### config.mk
export PLATFORM = sky130hd
export DESIGN_NAME = m_wbioarb
export DESIGN_NICKNAME = d
export VERILOG_FILES = /design/src/rtl/m_wbioarb_pkg.sv /design/src/rtl/m_wbtimeout.sv /design/src/rtl/m_wbioarb.sv
export SDC_FILE = /design/constraint.sdc
export NUM_CORES = 1
export LEC_CHECK = 0
export BUFFER_PORTS_ARGS = -buffer_cell sky130_fd_sc_hd__buf_2
export CAP_MARGIN = 20
export CORE_AREA = 2 2 122 124
export DETAILED_ROUTE_END_ITERATION = 8
export DIE_AREA = 0 0 124 126
export REMOVE_ABC_BUFFERS = 1
export SYNTH_ARGS = -nofsm -noshare
export SYNTH_HDL_FRONTEND = slang
export SYNTH_SLANG_ARGS = --single-unit
export TNS_END_PERCENT = 5
### constraint.sdc
create_clock -name CLK_I -period 1.7 [get_ports CLK_I]
set_clock_uncertainty 0.05 [all_clocks]
set_input_delay 0.17 -clock CLK_I [delete_from_list [all_inputs] [get_ports CLK_I]]
set_output_delay 0.17 -clock CLK_I [all_outputs]
set_load 0.02 [all_outputs]
### src/rtl/m_wbioarb_pkg.sv
// Shared definitions for the midgetv IO-bus arbiter.
//   - arb_state_e    : arbiter state encoding. The owner states are one-hot, so the
//                      state vector doubles as the grant vector.
//   - TODATA_DEFAULT : read data returned to a master whose access timed out.
//   - ADRW/DATW/SELW : Wishbone address, data and byte-select widths.
package m_wbioarb_pkg;

  localparam int unsigned ADRW = 32;
  localparam int unsigned DATW = 32;
  localparam int unsigned SELW = 4;

  localparam logic [DATW-1:0] TODATA_DEFAULT = 32'hffff_ffff;

  typedef enum logic [1:0] {
    StIdle = 2'b00,
    StOwn0 = 2'b01,
    StOwn1 = 2'b10
  } arb_state_e;

endpackage

### src/rtl/m_wbtimeout.sv
// Bus-timeout watchdog for a Wishbone slave port.
// Counts consecutive cycles of unacknowledged strobe. On the cycle the count sits at
// its terminal value (all ones) with no slave ACK, it raises timeout_o for one cycle
// so the master gets a substitute ACK, and sets a sticky error flag on the next edge.
//
// Ports:
//   clk_i     : clock
//   rst_ni    : asynchronous active-low reset
//   stb_i     : strobe of the current bus owner (0 when the bus is idle)
//   ack_i     : slave acknowledge
//   clrerr_i  : clears buserr_o (a timeout in the same cycle takes precedence)
//   timeout_o : one-cycle substitute acknowledge
//   buserr_o  : sticky timeout flag
module m_wbtimeout #(
  parameter int unsigned TOWIDTH = 4
) (
  input  logic clk_i,
  input  logic rst_ni,
  input  logic stb_i,
  input  logic ack_i,
  input  logic clrerr_i,
  output logic timeout_o,
  output logic buserr_o
);

  localparam logic [TOWIDTH-1:0] CntMax = '1;

  logic [TOWIDTH-1:0] cnt_q, cnt_d;
  logic               buserr_q, buserr_d;

  // A real ACK on the terminal cycle beats the timeout.
  assign timeout_o = stb_i && !ack_i && (cnt_q == CntMax);

  always_comb begin
    cnt_d    = cnt_q;
    buserr_d = buserr_q;

    if (!stb_i || ack_i || timeout_o) begin
      cnt_d = '0;
    end else if (cnt_q != CntMax) begin
      cnt_d = cnt_q + 1'b1;
    end

    // Setting wins over clearing so a coincident clear cannot hide a new error.
    if (timeout_o) begin
      buserr_d = 1'b1;
    end else if (clrerr_i) begin
      buserr_d = 1'b0;
    end
  end

  always_ff @(posedge clk_i or negedge rst_ni) begin
    if (!rst_ni) begin
      cnt_q    <= '0;
      buserr_q <= 1'b0;
    end else begin
      cnt_q    <= cnt_d;
      buserr_q <= buserr_d;
    end
  end

  assign buserr_o = buserr_q;

endmodule

### src/rtl/m_wbioarb.sv
// Two-master Wishbone arbiter for the midgetv IO bus.
// Master 0 (core) and master 1 (debug/loader) share one IO slave port. Ownership is
// granted for a whole CYC burst with round-robin priority; there is always one idle
// cycle between owners. Responses are routed only to the owner, and a watchdog
// terminates accesses the slave never acknowledges.
//
// Ports:
//   CLK_I, RST_I_n       : clock, asynchronous active-low reset
//   m0_* / m1_*          : master CYC/STB/WE/ADR/DAT/SEL in, ACK/DAT out
//   s_*                  : slave CYC/STB/WE/ADR/DAT_W/SEL out, ACK/DAT_R in
//   gnt                  : one-hot current owner, 00 when idle
//   buserr, clrerr       : sticky timeout flag and its clear
module m_wbioarb
  import m_wbioarb_pkg::*;
#(
  parameter int unsigned     TOWIDTH = 4,
  parameter logic [DATW-1:0] TODATA  = TODATA_DEFAULT
) (
  input  logic            CLK_I,
  input  logic            RST_I_n,

  input  logic            m0_CYC_O,
  input  logic            m0_STB_O,
  input  logic            m0_WE_O,
  input  logic [ADRW-1:0] m0_ADR_O,
  input  logic [DATW-1:0] m0_DAT_O,
  input  logic [SELW-1:0] m0_SEL_O,
  output logic            m0_ACK_I,
  output logic [DATW-1:0] m0_DAT_I,

  input  logic            m1_CYC_O,
  input  logic            m1_STB_O,
  input  logic            m1_WE_O,
  input  logic [ADRW-1:0] m1_ADR_O,
  input  logic [DATW-1:0] m1_DAT_O,
  input  logic [SELW-1:0] m1_SEL_O,
  output logic            m1_ACK_I,
  output logic [DATW-1:0] m1_DAT_I,

  output logic            s_CYC,
  output logic            s_STB,
  output logic            s_WE,
  output logic [ADRW-1:0] s_ADR,
  output logic [DATW-1:0] s_DAT_W,
  output logic [SELW-1:0] s_SEL,
  input  logic            s_ACK,
  input  logic [DATW-1:0] s_DAT_R,

  output logic [1:0]      gnt,
  output logic            buserr,
  input  logic            clrerr
);

  arb_state_e state_q, state_d;
  // Master that owned the bus most recently; 1 out of reset so master 0 wins first tie.
  logic       last_q, last_d;

  logic            own_cyc, own_stb, own_we;
  logic [ADRW-1:0] own_adr;
  logic [DATW-1:0] own_dat;
  logic [SELW-1:0] own_sel;
  logic            resp_ack;
  logic [DATW-1:0] resp_dat;
  logic            to_ack;

  // Arbitration.
  always_comb begin
    state_d = state_q;
    last_d  = last_q;
    unique case (state_q)
      StIdle: begin
        if (m0_CYC_O && m1_CYC_O) begin
          state_d = last_q ? StOwn0 : StOwn1;
        end else if (m0_CYC_O) begin
          state_d = StOwn0;
        end else if (m1_CYC_O) begin
          state_d = StOwn1;
        end
      end
      StOwn0: begin
        if (!m0_CYC_O) begin
          state_d = StIdle;
          last_d  = 1'b0;
        end
      end
      StOwn1: begin
        if (!m1_CYC_O) begin
          state_d = StIdle;
          last_d  = 1'b1;
        end
      end
      default: state_d = StIdle;
    endcase
  end

  always_ff @(posedge CLK_I or negedge RST_I_n) begin
    if (!RST_I_n) begin
      state_q <= StIdle;
      last_q  <= 1'b1;
    end else begin
      state_q <= state_d;
      last_q  <= last_d;
    end
  end

  // Owner request mux; everything reads as zero while idle.
  always_comb begin
    own_cyc = 1'b0;
    own_stb = 1'b0;
    own_we  = 1'b0;
    own_adr = '0;
    own_dat = '0;
    own_sel = '0;
    unique case (state_q)
      StOwn0: begin
        own_cyc = m0_CYC_O;
        own_stb = m0_STB_O;
        own_we  = m0_WE_O;
        own_adr = m0_ADR_O;
        own_dat = m0_DAT_O;
        own_sel = m0_SEL_O;
      end
      StOwn1: begin
        own_cyc = m1_CYC_O;
        own_stb = m1_STB_O;
        own_we  = m1_WE_O;
        own_adr = m1_ADR_O;
        own_dat = m1_DAT_O;
        own_sel = m1_SEL_O;
      end
      default: ;
    endcase
  end

  m_wbtimeout #(
    .TOWIDTH (TOWIDTH)
  ) u_timeout (
    .clk_i     (CLK_I),
    .rst_ni    (RST_I_n),
    .stb_i     (own_stb),
    .ack_i     (s_ACK),
    .clrerr_i  (clrerr),
    .timeout_o (to_ack),
    .buserr_o  (buserr)
  );

  // The slave must not see a strobe on the cycle the watchdog answers for it.
  assign s_CYC   = own_cyc;
  assign s_STB   = own_stb & ~to_ack;
  assign s_WE    = own_we;
  assign s_ADR   = own_adr;
  assign s_DAT_W = own_dat;
  assign s_SEL   = own_sel;

  assign resp_ack = s_ACK | to_ack;
  assign resp_dat = to_ack ? TODATA : s_DAT_R;

  // Response demux: only the owner ever sees ACK or data.
  always_comb begin
    m0_ACK_I = 1'b0;
    m0_DAT_I = '0;
    m1_ACK_I = 1'b0;
    m1_DAT_I = '0;
    unique case (state_q)
      StOwn0: begin
        m0_ACK_I = resp_ack;
        m0_DAT_I = resp_dat;
      end
      StOwn1: begin
        m1_ACK_I = resp_ack;
        m1_DAT_I = resp_dat;
      end
      default: ;
    endcase
  end

  assign gnt = state_q;

endmodule

# --- After elaboration in Yosys (flattened, before gate mapping) ---
# Index checks and enable logic that the tools add are counted.
classes:
  add_sub_neg: 1
  eq_ne: 7
  muxes: 25
  bitwise_logic: 3
  reduce_logical: 13
op_table:
  columns: ["operator", "n"]
  rows:
  - ["32-bit one-hot mux with 2 select lines", 2]
  - ["32-bit two-way mux", 3]
  - ["2-bit two-way mux", 6]
  - ["4-bit two-way mux", 2]
  - ["4-bit != test, second input constant", 2]
  - ["1-bit one-hot mux with 2 select lines", 4]
  - ["4-bit one-hot mux with 2 select lines", 1]
  - ["1-bit two-way mux", 6]
  - ["2-bit one-hot mux with 3 select lines", 1]
  - ["3-bit AND reduction", 2]
  - ["2-bit nonzero test", 3]
  - ["4-bit by 1-bit adder with 4-bit output, second input constant", 1]
  - ["4-bit == test, second input constant", 1]
  - ["2-bit != test, second input constant", 2]
  - ["1-bit logical AND", 3]
  - ["2-bit by 1-bit == test with 1-bit output, second input constant", 1]
  - ["2-bit == test, second input constant", 1]
  - ["1-bit zero test", 2]
  - ["2-bit zero test", 1]
  - ["1-bit logical OR", 2]
  - ["1-bit AND", 1]
  - ["1-bit NOT", 1]
  - ["1-bit OR", 1]
word_totals:
  reg_bits: 8
  out_inout_bits: 140
  elab_cells: 53

# --- Depth between registers and ports, before layout ---
depth:
  word_depth: 6
  ltp_mapped: 8

# --- Modules after synthesis ---
# Synthesis repeated with hierarchy kept, for this count alone.
unflattened:
  hier_cells: 291
  area_unflattened_um2: 2113.3
by_module_without_submodules:
  columns: ["mod", "n_inst", "cells_each", "area_per_inst_um2", "seq_area_each_um2"]
  rows:
  - ["m_wbioarb", 1, 271, 1885.6, 76.3]
  - ["m_wbtimeout", 1, 20, 227.7, 125.1]

# --- Least setup slack after synthesis ---
# Ideal clock, no wire load.
synth_path:
  kind: "flip-flop to output port"
  startpoint: "register state_q[0], in the netlist gnt[0]"
  endpoint: "output m0_DAT_I[0]"
  t_arrival_ps: 1810
  required_time_ps: 1480
  setup_slack_ps: -330
  path_stages_with_launch: 9
  n_path_buf: 3
  path_cell_list: "dfrtp_1 > inv_1 > ha_1 > buf_2 > a22o_1 > and4b_1 > buf_6 > buf_6 > o21a_1"
synth_via:
  elab_chain_len: 6
  elab_cells_between_ends: 7
  classes_between: "eq/ne: 2; mux: 3; reduce/logical: 2"
synth_rtl:
  columns: ["element", "line_no", "text"]
  rows:
  - ["start: declaration", "m_wbioarb.sv:54", "arb_state_e state_q, state_d;"]
  - ["start signal: assignment", "m_wbioarb.sv:98", "state_q <= StIdle;"]
  - ["start signal: assignment", "m_wbioarb.sv:101", "state_q <= state_d;"]
  - ["2-bit == test or 2-bit by 1-bit == test with 1-bit output (tied branches)", "m_wbioarb.sv:114, m_wbioarb.sv:164", null]
  - ["1-bit one-hot mux with 2 select lines", "m_wbioarb.sv:114", "unique case (state_q)"]
  - ["1-bit logical AND (2 in series)", "m_wbtimeout.sv:32", "assign timeout_o = stb_i && !ack_i && (cnt_q == CntMax);"]
  - ["32-bit two-way mux", "m_wbioarb.sv:156", "assign resp_dat = to_ack ? TODATA : s_DAT_R;"]
  - ["32-bit two-way mux *", "m_wbioarb.sv:164", "unique case (state_q)"]
  - ["end: declaration", "m_wbioarb.sv:29", "output logic [DATW-1:0] m0_DAT_I,"]
# Mark *: on every way between the ends. The rest lies on a longest branch, timed or not.

# --- Worst setup path after layout ---
layout_path:
  startpoint: "register state_q[0], in the netlist gnt[0]"
  endpoint: "output m1_DAT_I[10]"
layout_via:
  elab_chain_len: 6
  elab_cells_between_ends: 7
  classes_between: "eq/ne: 2; mux: 3; reduce/logical: 2"
layout_rtl:
  columns: ["element", "line_no", "text"]
  rows:
  - ["2-bit == test or 2-bit by 1-bit == test with 1-bit output (tied branches)", "m_wbioarb.sv:114, m_wbioarb.sv:164", null]
  - ["1-bit one-hot mux with 2 select lines", "m_wbioarb.sv:114", null]
  - ["1-bit logical AND (2 in series)", "m_wbtimeout.sv:32", null]
  - ["32-bit two-way mux", "m_wbioarb.sv:156", null]
  - ["32-bit two-way mux *", "m_wbioarb.sv:164", null]
  - ["end: declaration", "m_wbioarb.sv:38", "output logic [DATW-1:0] m1_DAT_I,"]
# Marks and branches as above.

==> impl_metrics.env <==
export IMPL_fmax_mhz=465
export IMPL_yosysTopAreaCell="a22oi_1"
export IMPL_busiest_layer="met2"
export IMPL_coreArea_um2=14300
export IMPL_ys_seq_area_share_pct=9.62
export IMPL_p_leak_uw=0.00240
export IMPL_worstSetupEndpointType="output pin"
export IMPL_p_sw_share_pct=49.5
export IMPL_firstDrtPassIters=4
export IMPL_max_cap_violations=0
export IMPL_cts_buffer_depth=2
export IMPL_num_vias=3572
export IMPL_timing_rr_end="u_timeout.cnt_q[3]$_DFFE_PN0P_"
export IMPL_rsz0062_at_grt="yes"
export IMPL_drtIter0Drc=133
export IMPL_die_h_um=126
export IMPL_slew_viol_final=0
export IMPL_slew_headroom_pct=85.0
export IMPL_insertion_delay_ps=230
export IMPL_nFillCells=1506
export IMPL_combinationalPowerShare_pct=89.8
export IMPL_yosys_warnings=0
export IMPL_failed_checks="setup timing"
export IMPL_reg2regPathDepth=8
export IMPL_crit_type="flop to output pin"
export IMPL_die_w_um=124
export IMPL_place_area_um2=4080
export IMPL_via_per_inst=4.47
export IMPL_diodes=0
export IMPL_vdd_drop_max_mv=1.03
export IMPL_final_area_um2=4800
export IMPL_initial_utilization_pct=14.6
export IMPL_p_switching_uw=3320
export IMPL_status="finished with violations"
export IMPL_hold_start="clrerr"
export IMPL_finalSetupViolCount=137
export IMPL_grt_ovfl_total=0
export IMPL_cts_root_buf="clkbuf_16"
export IMPL_grt_pass1_wl_um=16100
export IMPL_wl_per_cell_um=15.0
export IMPL_p_clk_share_pct=6.2
export IMPL_ant_nets=0
export IMPL_synth_seq_cells=8
export IMPL_synth_area_um2=2090
export IMPL_cts_buffers_inserted=3
export IMPL_drc=0
export IMPL_syn_inst=285
export IMPL_h_tree_depth=1
export IMPL_fin_crit_ps=2150
export IMPL_gp_congestion=0.782
export IMPL_detailedPlacementHpwl_um=8580
export IMPL_seqPwrFrac_pct=4.0
export IMPL_met2_usage_pct=24.5
export IMPL_holdPathStages=2
export IMPL_hold_ws_ps=81.1
export IMPL_grtUsageMet3_pct=1.09
export IMPL_timing_rr_start="gnt[1]$_DFFE_PN0P_"
export IMPL_ioPinCount=318
export IMPL_fin_nets=798
export IMPL_hold_end="u_timeout.buserr_o$_DFFE_PN0P_"
export IMPL_synth_top_area_share_pct=25.1
export IMPL_antenna_found_initial=0
export IMPL_first_global_vias=3190
export IMPL_grt_total_usage_pct=12.8
export IMPL_fp_row_count=44
export IMPL_layout_setup_ws_ps=-452
export IMPL_grt_max_degree=48
export IMPL_cts_reportedPaths_clkPinSlew_ps=40
export IMPL_crit_fanout=8
export IMPL_arrival_ps=1930
export IMPL_clock_sinks=8
export IMPL_power_density_nw_per_um2=1400
export IMPL_power_uw=6700
export IMPL_io_buffers=317
export IMPL_area_growth_pct=129
export IMPL_die_area_um2=15600
export IMPL_crit_required_ps=1480
export IMPL_cp_start_kind="flop"
export IMPL_cts_tree="yes"
export IMPL_worst_slew_pin_slew_ps=224
export IMPL_intPower_uw=3390
export IMPL_synth_area_per_cell_um2=7.35
export IMPL_hold_class="input pin to flop"
export IMPL_ys_types=30
export IMPL_wl_um=12000
export IMPL_drive_above_1_share_pct=62.9
export IMPL_r2r_slack_ps=20
export IMPL_hold_viol_final=0
export IMPL_gr_usage_met1_pct=15.8
export IMPL_synth_area_leaders="a22oi_1 25%, o21a_1 23%, nor2b_1 22%, dfrtp_1 8.4%, buf_6 3.8%"
export IMPL_post_route_period_util_pct=127
[final cells by class]
class	instances	area (µm²)	share of cell area (%)
Clock buffer	4	78.8	1.64
Inverter	5	18.8	0.391
Multi-Input combinational cell	233	1780	37.1
Sequential cell	8	201	4.20
Tap cell	184	230	4.80
Timing Repair Buffer	365	2490	51.9
[synthesized netlist by cell type]
cell type / instances
o22ai_1: 1
xnor2_1: 1
ha_1: 4
dfstp_2: 1
o2111ai_1: 1
a21oi_1: 1
nor3_1: 2
o21ai_0: 2
and4b_1: 1
a32o_1: 1
nand3b_1: 1
a22o_1: 2
buf_6: 7
nand2_1: 1
buf_1: 2
a31oi_1: 1
o211a_1: 1
nand3_1: 2
a22oi_1: 70
clkbuf_1: 21
inv_1: 5
buf_2: 9
o21a_1: 64
nor3b_1: 1
and3_1: 1
dfrtp_1: 7
nor2_1: 1
a21boi_0: 1
nor2b_1: 72
xor2_1: 1
[power by group through the flow]
stage	clock network, µW	registers [µW]	logic [µW]
3_5_place_dp	0	269	5260
2_1_floorplan	0	287	3100
5_1_grt	436	273	6420
6_report	417	269	6020
4_1_cts	423	268	5800
3_3_place_gp	0	268	5260
[worst max path at each step]
| stage | startpoint | endpoint | slack [ps] |
|---|---|---|---|
| final | gnt[0]$_DFFE_PN0P_ | m1_DAT_I[10] | -450 |
| after global routing | gnt[0]$_DFFE_PN0P_ | m1_DAT_I[5] | -500 |
| after CTS | gnt[0]$_DFFE_PN0P_ | m0_DAT_I[14] | -430 |
| after detailed placement | gnt[1]$_DFFE_PN0P_ | m1_DAT_I[11] | -240 |
| after global placement | gnt[1]$_DFFE_PN0P_ | m1_DAT_I[11] | -230 |
| after floorplan | gnt[0]$_DFFE_PN0P_ | m0_DAT_I[0] | -2930 |
[critical path, stage by stage, from the launching register on]
cell and delay (ps):
dfrtp_1 390, buf_6 130, ha_4 150, a22o_1 190
and4b_4 190, buf_12 150, clkbuf_16 160, o21a_1 190
buf_6 130
[placed cells by master, fill, tap and decap left out, drive strengths merged, types with 2 or more instances in the layout]
| master | netlist | layout |
|---|---|---|
| o21a | 64 | 64 |
| nor2b | 72 | 72 |
| a22oi | 70 | 70 |
| o21ai | 2 | 2 |
| a22o | 2 | 2 |
| clkbuf | 21 | 6 |
| nand3 | 2 | 2 |
| nor3 | 2 | 2 |
| ha | 4 | 4 |
| buf | 18 | 362 |
| dfrtp | 7 | 7 |
| inv | 5 | 5 |
[state kept, by name, summed over array words and instances (netlist names)]
signal	flops
u_timeout.cnt_q	4
u_timeout.buserr_o	1
last_q	1
gnt	2
[logic make-up (layout without fill, tap and decap cells)]
| group | Yosys count | after routing | share of synthesized area, % |
|---|---|---|---|
| flip-flops | 8 | 8 | 9.62 |
| AND/OR/NAND/NOR | 82 | 82 | 24.3 |
| AO/OA/AOI/OAI | 145 | 145 | 51.9 |
| XOR/XNOR | 2 | 2 | 0.836 |
| adder cells (fa/ha/maj) | 4 | 4 | 2.39 |
| buffers and inverters | 44 | 374 | 10.9 |
[what timing repair did]
| item | in CTS | in global routing |
|---|---|---|
| hold buffers | 1 | 0 |
| gates cloned | 2 | 3 |
| endpoints found under the hold margin | 8 | 0 |
| setup endpoints to repair | 137 | 144 |
| pin swaps | 7 | 9 |
| buffers inserted | 4 | 2 |
| resized for setup | 113 | 31 |
[stage by stage]
stage	setup TNS, ps	setup slack [ps]	cells	utilization [%]
finish	-45910	-452	799	33.5
global route	-55580	-502	799	33.5
CTS	-45040	-430	794	32.2
detailed placement	-17990	-241	784	28.5
global placement	-15410	-225	784	28.5
floorplan	-320390	-2930	246	-
[layer usage]
layer | vias up | routed length (µm)
met5 | - | 0
li1 | 1718 | -
met3 | 6 | 835
met1 | 1663 | 4820
met4 | 0 | 44
met2 | 185 | 6300
Power figures use the tool's default switching activity.
